<file path="config.mk">
export PLATFORM = sky130hd
export DESIGN_NAME = id_ex_alu_stage
export DESIGN_NICKNAME = d
export VERILOG_FILES = /design/src/rtl/mips_pkg.sv /design/src/rtl/alu_control.sv /design/src/rtl/id_ex_alu_stage.sv
export SDC_FILE = /design/constraint.sdc
export NUM_CORES = 1
export LEC_CHECK = 0
export CAP_MARGIN = 40
export CORE_UTILIZATION = 30
export CTS_CLUSTER_DIAMETER = 40
export CTS_CLUSTER_SIZE = 12
export DETAILED_ROUTE_END_ITERATION = 8
export SLEW_MARGIN = 10
export SYNTH_ARGS = -nofsm -noshare
export SYNTH_HDL_FRONTEND = slang
export SYNTH_SLANG_ARGS = --single-unit
</file>
<file path="constraint.sdc">
create_clock -name clk -period 1.6 [get_ports clk]
set_input_delay 0.32 -clock clk [delete_from_list [all_inputs] [get_ports clk]]
set_output_delay 0.32 -clock clk [all_outputs]
set_load 0.01 [all_outputs]
</file>
<file path="src/rtl/mips_pkg.sv">
// Shared MIPS32 decode constants: ALU operator codes, ALUOP encodings and R-type funct values.
package mips_pkg;

    localparam int unsigned ALU_W = 4;

    localparam logic [ALU_W-1:0] ALU_AND = 4'b0000;
    localparam logic [ALU_W-1:0] ALU_OR  = 4'b0001;
    localparam logic [ALU_W-1:0] ALU_ADD = 4'b0010;
    localparam logic [ALU_W-1:0] ALU_SUB = 4'b0110;
    localparam logic [ALU_W-1:0] ALU_SLT = 4'b0111;
    localparam logic [ALU_W-1:0] ALU_NOR = 4'b1100;

    typedef enum logic [1:0] {
        ALUOP_ADD   = 2'b00,
        ALUOP_SUB   = 2'b01,
        ALUOP_RTYPE = 2'b10,
        ALUOP_ORI   = 2'b11
    } aluop_e;

    localparam logic [5:0] FUNCT_ADD = 6'b100000;
    localparam logic [5:0] FUNCT_SUB = 6'b100010;
    localparam logic [5:0] FUNCT_AND = 6'b100100;
    localparam logic [5:0] FUNCT_OR  = 6'b100101;
    localparam logic [5:0] FUNCT_SLT = 6'b101010;
    localparam logic [5:0] FUNCT_NOR = 6'b100111;

endpackage

</file>
<file path="src/rtl/alu_control.sv">
// Combinational ALU control: maps aluop/funct to the 4-bit ALU operator and flags unknown funct codes.
module alu_control
    import mips_pkg::*;
(
    input  logic [1:0]       aluop,
    input  logic [5:0]       funct,
    output logic [ALU_W-1:0] operador,
    output logic             illegal
);

    always_comb begin
        operador = ALU_ADD;
        illegal  = 1'b0;
        case (aluop_e'(aluop))
            ALUOP_ADD: operador = ALU_ADD;
            ALUOP_SUB: operador = ALU_SUB;
            ALUOP_ORI: operador = ALU_OR;
            ALUOP_RTYPE: begin
                case (funct)
                    FUNCT_ADD: operador = ALU_ADD;
                    FUNCT_SUB: operador = ALU_SUB;
                    FUNCT_AND: operador = ALU_AND;
                    FUNCT_OR:  operador = ALU_OR;
                    FUNCT_SLT: operador = ALU_SLT;
                    FUNCT_NOR: operador = ALU_NOR;
                    default: begin
                        operador = ALU_ADD;
                        illegal  = 1'b1;
                    end
                endcase
            end
            default: operador = ALU_ADD;
        endcase
    end

endmodule

</file>
<file path="src/rtl/id_ex_alu_stage.sv">
// ID/EX pipeline register producing registered ALU operands and operator.
// Optional EX/MEM bypass into the operands when FORWARDING_EN is defined.
module id_ex_alu_stage
    import mips_pkg::*;
#(
    parameter int SIZEDATA = 32,
    parameter int OP       = 4,
    parameter int REGADDR  = 5
) (
    input  logic                clk,
    input  logic                rst,
    input  logic                flush,
    input  logic                in_valid,
    output logic                in_ready,
    input  logic [SIZEDATA-1:0] in_rs_data,
    input  logic [SIZEDATA-1:0] in_rt_data,
    input  logic [15:0]         in_imm,
    input  logic                in_alu_src,
    input  logic [1:0]          in_aluop,
    input  logic [5:0]          in_funct,
    input  logic [REGADDR-1:0]  in_rd,
    input  logic                in_reg_write,
`ifdef FORWARDING_EN
    input  logic [REGADDR-1:0]  in_rs,
    input  logic [REGADDR-1:0]  in_rt,
    input  logic                fwd_valid,
    input  logic [REGADDR-1:0]  fwd_rd,
    input  logic [SIZEDATA-1:0] fwd_data,
`endif
    output logic                out_valid,
    input  logic                out_ready,
    output logic [SIZEDATA-1:0] a,
    output logic [SIZEDATA-1:0] b,
    output logic [OP-1:0]       operador,
    output logic [REGADDR-1:0]  out_rd,
    output logic                out_reg_write,
    output logic                illegal,
    output logic [15:0]         stall_cnt
);

    logic                load;
    logic [SIZEDATA-1:0] rs_op;
    logic [SIZEDATA-1:0] rt_op;
    logic [SIZEDATA-1:0] ext_imm;
    logic [ALU_W-1:0]    dec_op;
    logic                dec_illegal;

    assign in_ready = !flush && (!out_valid || out_ready);
    assign load     = in_valid && in_ready;

`ifdef FORWARDING_EN
    // $0 is hardwired to zero, so a pending write to it must never be bypassed.
    assign rs_op = (fwd_valid && (fwd_rd != '0) && (fwd_rd == in_rs)) ? fwd_data : in_rs_data;
    assign rt_op = (fwd_valid && (fwd_rd != '0) && (fwd_rd == in_rt)) ? fwd_data : in_rt_data;
`else
    assign rs_op = in_rs_data;
    assign rt_op = in_rt_data;
`endif

    assign ext_imm = (aluop_e'(in_aluop) == ALUOP_ORI) ? {{(SIZEDATA-16){1'b0}}, in_imm}
                                                       : {{(SIZEDATA-16){in_imm[15]}}, in_imm};

    alu_control u_alu_control (
        .aluop    (in_aluop),
        .funct    (in_funct),
        .operador (dec_op),
        .illegal  (dec_illegal)
    );

    always_ff @(posedge clk) begin
        if (rst) begin
            out_valid     <= 1'b0;
            a             <= '0;
            b             <= '0;
            operador      <= '0;
            out_rd        <= '0;
            out_reg_write <= 1'b0;
            illegal       <= 1'b0;
        end else if (flush) begin
            out_valid     <= 1'b0;
            out_reg_write <= 1'b0;
        end else if (load) begin
            out_valid     <= 1'b1;
            a             <= rs_op;
            b             <= in_alu_src ? ext_imm : rt_op;
            operador      <= OP'(dec_op);
            out_rd        <= in_rd;
            out_reg_write <= in_reg_write;
            illegal       <= dec_illegal;
        end else if (out_valid && out_ready) begin
            out_valid     <= 1'b0;
        end
    end

    always_ff @(posedge clk) begin
        if (rst) begin
            stall_cnt <= '0;
        end else if (out_valid && !out_ready && (stall_cnt != '1)) begin
            stall_cnt <= stall_cnt + 16'd1;
        end
    end

endmodule

</file>
==> results.env <==
RUN_STATUS='finished, final reports clean'
POST_SYNTHESIS_INSTANCE_TOTAL=451
ROUTEDWLPERCELL_MICRONS=14.6
POSTLAYOUTSETUPSLACKWORST_NS=0.0372
CRIT_PATH_MAX_FANOUT=2
HPWL_MM=8.98
FINALCLOCKSKEW_NS=0.00638
PRE_CTS_WS_NS=-0.307
FLOW.AREA_GROWTH_FROM_SYNTHESIS_PCT=74.6
TIMING_HOLD_VIOLATIONS_FINAL=0
TRITONCTS='yes'
WORST_HOLD_PATH_TYPE='in -> reg'
DIE_WIDTH_MICRONS=116
FINALWIRELENGTH_MM=12.5
CORE-AREA_SQ_MM=0.0127
GLOBALROUTEMET2UTIL_PCT=30.7
SYNTHESIS.YOSYS.WARNINGS=0
NUMCTSBUFFERS=9
PERIOD_SHARE_PCT=97.7
NETLIST_AREA_SQ_MM=0.00393
GRT_UTIL_MET1_PCT=20.3
GRT_OVF=0
CLOCK_SINKS=92
GLOBAL_ROUTE.PEAK_USAGE_LAYER='met2'
GRT_MAX_DEGREE=51
CP_DATA_REQUIRED_TIME_NS=1.28
CRITICAL-PATH-SLOWEST-CELL='clkdlybuf4s50_1'
NUMBER_OF_ANTENNA_VIOLATIONS_AT_THE_FIRST_CHECK_IN_GLOBAL_ROUTING=0
DRV_CAP=0
ROUTABILITYCONGESTION=0.812
ROUTE.VIAS.TOTAL=4027
YS_SEQ_ELEMENTS=92
INITIAL_CORE_UTIL_PCT=31.0
TOTAL_POWER_DENSITY_PER_CELL_AREA_mW_PER_MM2=831
CRITICAL_PATH.MAX_STAGE_DELAY_NS=0.56
FP.DIEAREA_SQ_MM=0.0136
SYNTH.YOSYS.SEQ_AREA_SHARE_PCT=46.9
CRITPATHKIND='reg -> out'
FINALPOWER_uW=5700
CLKSLEWWORSTSETUPHOLDPATHS_NS=0.07
MET3_TRACK_USAGE_GR_PCT=6.43
IO-PIN-COUNT=193
STD_CELL_ROWS=41
MAX_SLEW.WORST_PIN.SLEW_NS=0.430
LAYOUT-DRIVE-GT1-SHARE_PCT=16.1
CLK_LATENCY_NS=0.35
YOSYS_MOST_USED_DFF='dfxtp_1'
DRT_FIRST_PASS_ITERS=4
MAX-VDD-IR-DROP_V=0.000394
POSTSYNTHAREAPERCELL_SQ_UM=8.71
SYN_NETS=552
DIE-HEIGHT_MICRONS=116
NETS=779
WORST_EP_ARRIVAL_TIME_NS=1.24
CRITICAL-PATH-TOP-DELAY-FAMILY='buffers and inverters'
TOTAL_LEAKAGE_POWER_uW=0.00289
HOLD_BUFFERS=0
DR_DRC_COUNT=0
CRITPATHCAPTURETYPE='output port'
ANT_NETS=0
GRT_PASS1_WL_MM=18.7
FINALWORSTPATHREQUIREDPERIOD_NS=1.56
CLOCK_TREE.HTREE_LEVEL_COUNT=3
CTS-ROOT-BUF='clkbuf_16'
SETUP_VIOL=0
GROUTE.USAGE.OVERALL_PCT=18.0
FMAXACHIEVABLE_MHz=640
CRITICAL_PATH_LAUNCH_POINT_TYPE='register'
SLEW_VIOL_FINAL=0
CRITICAL_PATH.CELL_CHAIN='clkdlybuf4s50_1'
PORT_BUFFERS=192
FIRST_GLOBAL_VIAS=3791
DR.FIRST_ITER.DRC_COUNT=140
SYNTH_ASYNC_SR_FLOP_SHARE_PCT=0
DETAIL_ROUTE.VIAS_PER_CELL=4.71
YOSYSUNIQUECELLTYPES=51
MAX-SLEW-MARGIN-REL_PCT=71.3
SYNTH-EDFF-COUNT=0
CTS_MAX_PATH_BUFFERS=2
NUM_ANTENNA_CELLS=0
COUNT_OF_BUFFER_AND_INVERTER_CELLS_ON_THE_CRITICAL_PATH=1
final cells by class:
class                           count  area [sq um]
Clock inverter                      5          75.1
Timing Repair Buffer              247          2440
Inverter                            5          18.8
Fill cell                        1202          5810
Multi-Input combinational cell    323          2000
Clock buffer                       11           243
Tap cell                          172           215
Sequential cell                    92          1870
path summary, 6_finish.rpt:
path              slack (ns)  cells after the start                        end                       from
setup / recovery        0.04                      1                operador[3]   operador[3]$_SDFFE_PP0P_
hold / removal          0.36                      2  stall_cnt[6]$_SDFFE_PP0P_                        rst
setup reg to reg        0.05                      4  stall_cnt[7]$_SDFFE_PP0P_  stall_cnt[6]$_SDFFE_PP0P_
hold reg to reg         0.45                      2          a[8]$_SDFFE_PP0P_          a[8]$_SDFFE_PP0P_
through the flow:
step	hold slack, ns	util (%)	TNS (ns)	area (sq um)	instances
after floorplan	0.399	-	0	3940	451
after global placement	0.442	50.2	-19.17	6370	834
after detailed placement	0.446	50.2	-21.37	6370	834
after CTS	0.344	53.0	-0.0571	6710	850
after global routing	0.372	54.1	-0.0141	6860	855
final	0.359	54.1	0	6860	855
kinds of logic after synthesis:
kind of cell,Yosys count,share of synthesized area (%)
AO/OA/AOI/OAI,96,15.9
multiplexers,27,7.26
adder cells (fa/ha/maj),1,0.319
buffers and inverters,36,4.62
AND/OR/NAND/NOR,199,25.0
flip-flops,92,46.9
layer usage:
layer | share of wire [%] | wire length (microns)
met2 | 50 | 6270
met1 | 40 | 5000
met5 | 0 | 0
met3 | 7.8 | 974
met4 | 1.7 | 216
report_power, final:
group          switching (uW)  internal (uW)  leakage (uW)
logic                     381            564       0.00197
clock network             901           1400      0.000159
registers                55.9           2390      0.000761
total                    1340           4360       0.00289
cell usage after synthesis, types with 5 or more instances:
library cell | number | area (sq um)
a211oi_1 | 33 | 248
a21oi_1 | 43 | 215
and3_1 | 5 | 31.3
buf_2 | 11 | 55.1
clkbuf_1 | 14 | 52.6
dfxtp_1 | 92 | 1840
inv_1 | 5 | 18.8
mux2_2 | 7 | 78.8
mux2i_1 | 18 | 180
nand2_1 | 86 | 323
nand2b_1 | 18 | 113
nand3_1 | 6 | 30.0
nand4_1 | 6 | 37.5
nor2_1 | 46 | 173
nor2b_1 | 10 | 62.6
or3_1 | 5 | 31.3
state kept, by name, indices dropped and copies added, names as in the netlist:
name,flops
a,32
operador,4
b,32
out_rd,5
out_reg_write,1
out_valid,1
illegal,1
stall_cnt,16
placed cells by master, fill, tap and decap left out, types with 3 or more instances in the layout:
cell,netlist,routed
dlygate4sd2_1,0,21
nor3_1,3,3
mux2_2,7,6
nor2_1,46,46
nand3_1,6,5
clkinv_2,0,3
dfxtp_4,0,4
dfxtp_1,92,78
or3_1,5,5
nand4_1,6,6
buf_4,4,47
mux2i_1,18,18
o21ai_0,4,4
a211oi_1,33,32
dfxtp_2,0,10
nand2_1,86,86
buf_12,0,6
inv_1,5,5
a21oi_1,43,43
clkbuf_16,0,11
clkdlybuf4s50_1,0,158
and3_1,5,3
nor2b_1,10,9
dlymetal6s2s_1,0,11
nand2b_1,18,18
repair_timing:
item | CTS | global route
resized for setup | 37 | 24
gates cloned | 0 | 2
setup endpoints to repair | 24 | 61
buffers inserted | 0 | 3
endpoints found under the hold margin | 0 | 0
pin swaps | 0 | 4
Note: power is estimated with default switching activity, not from simulation.
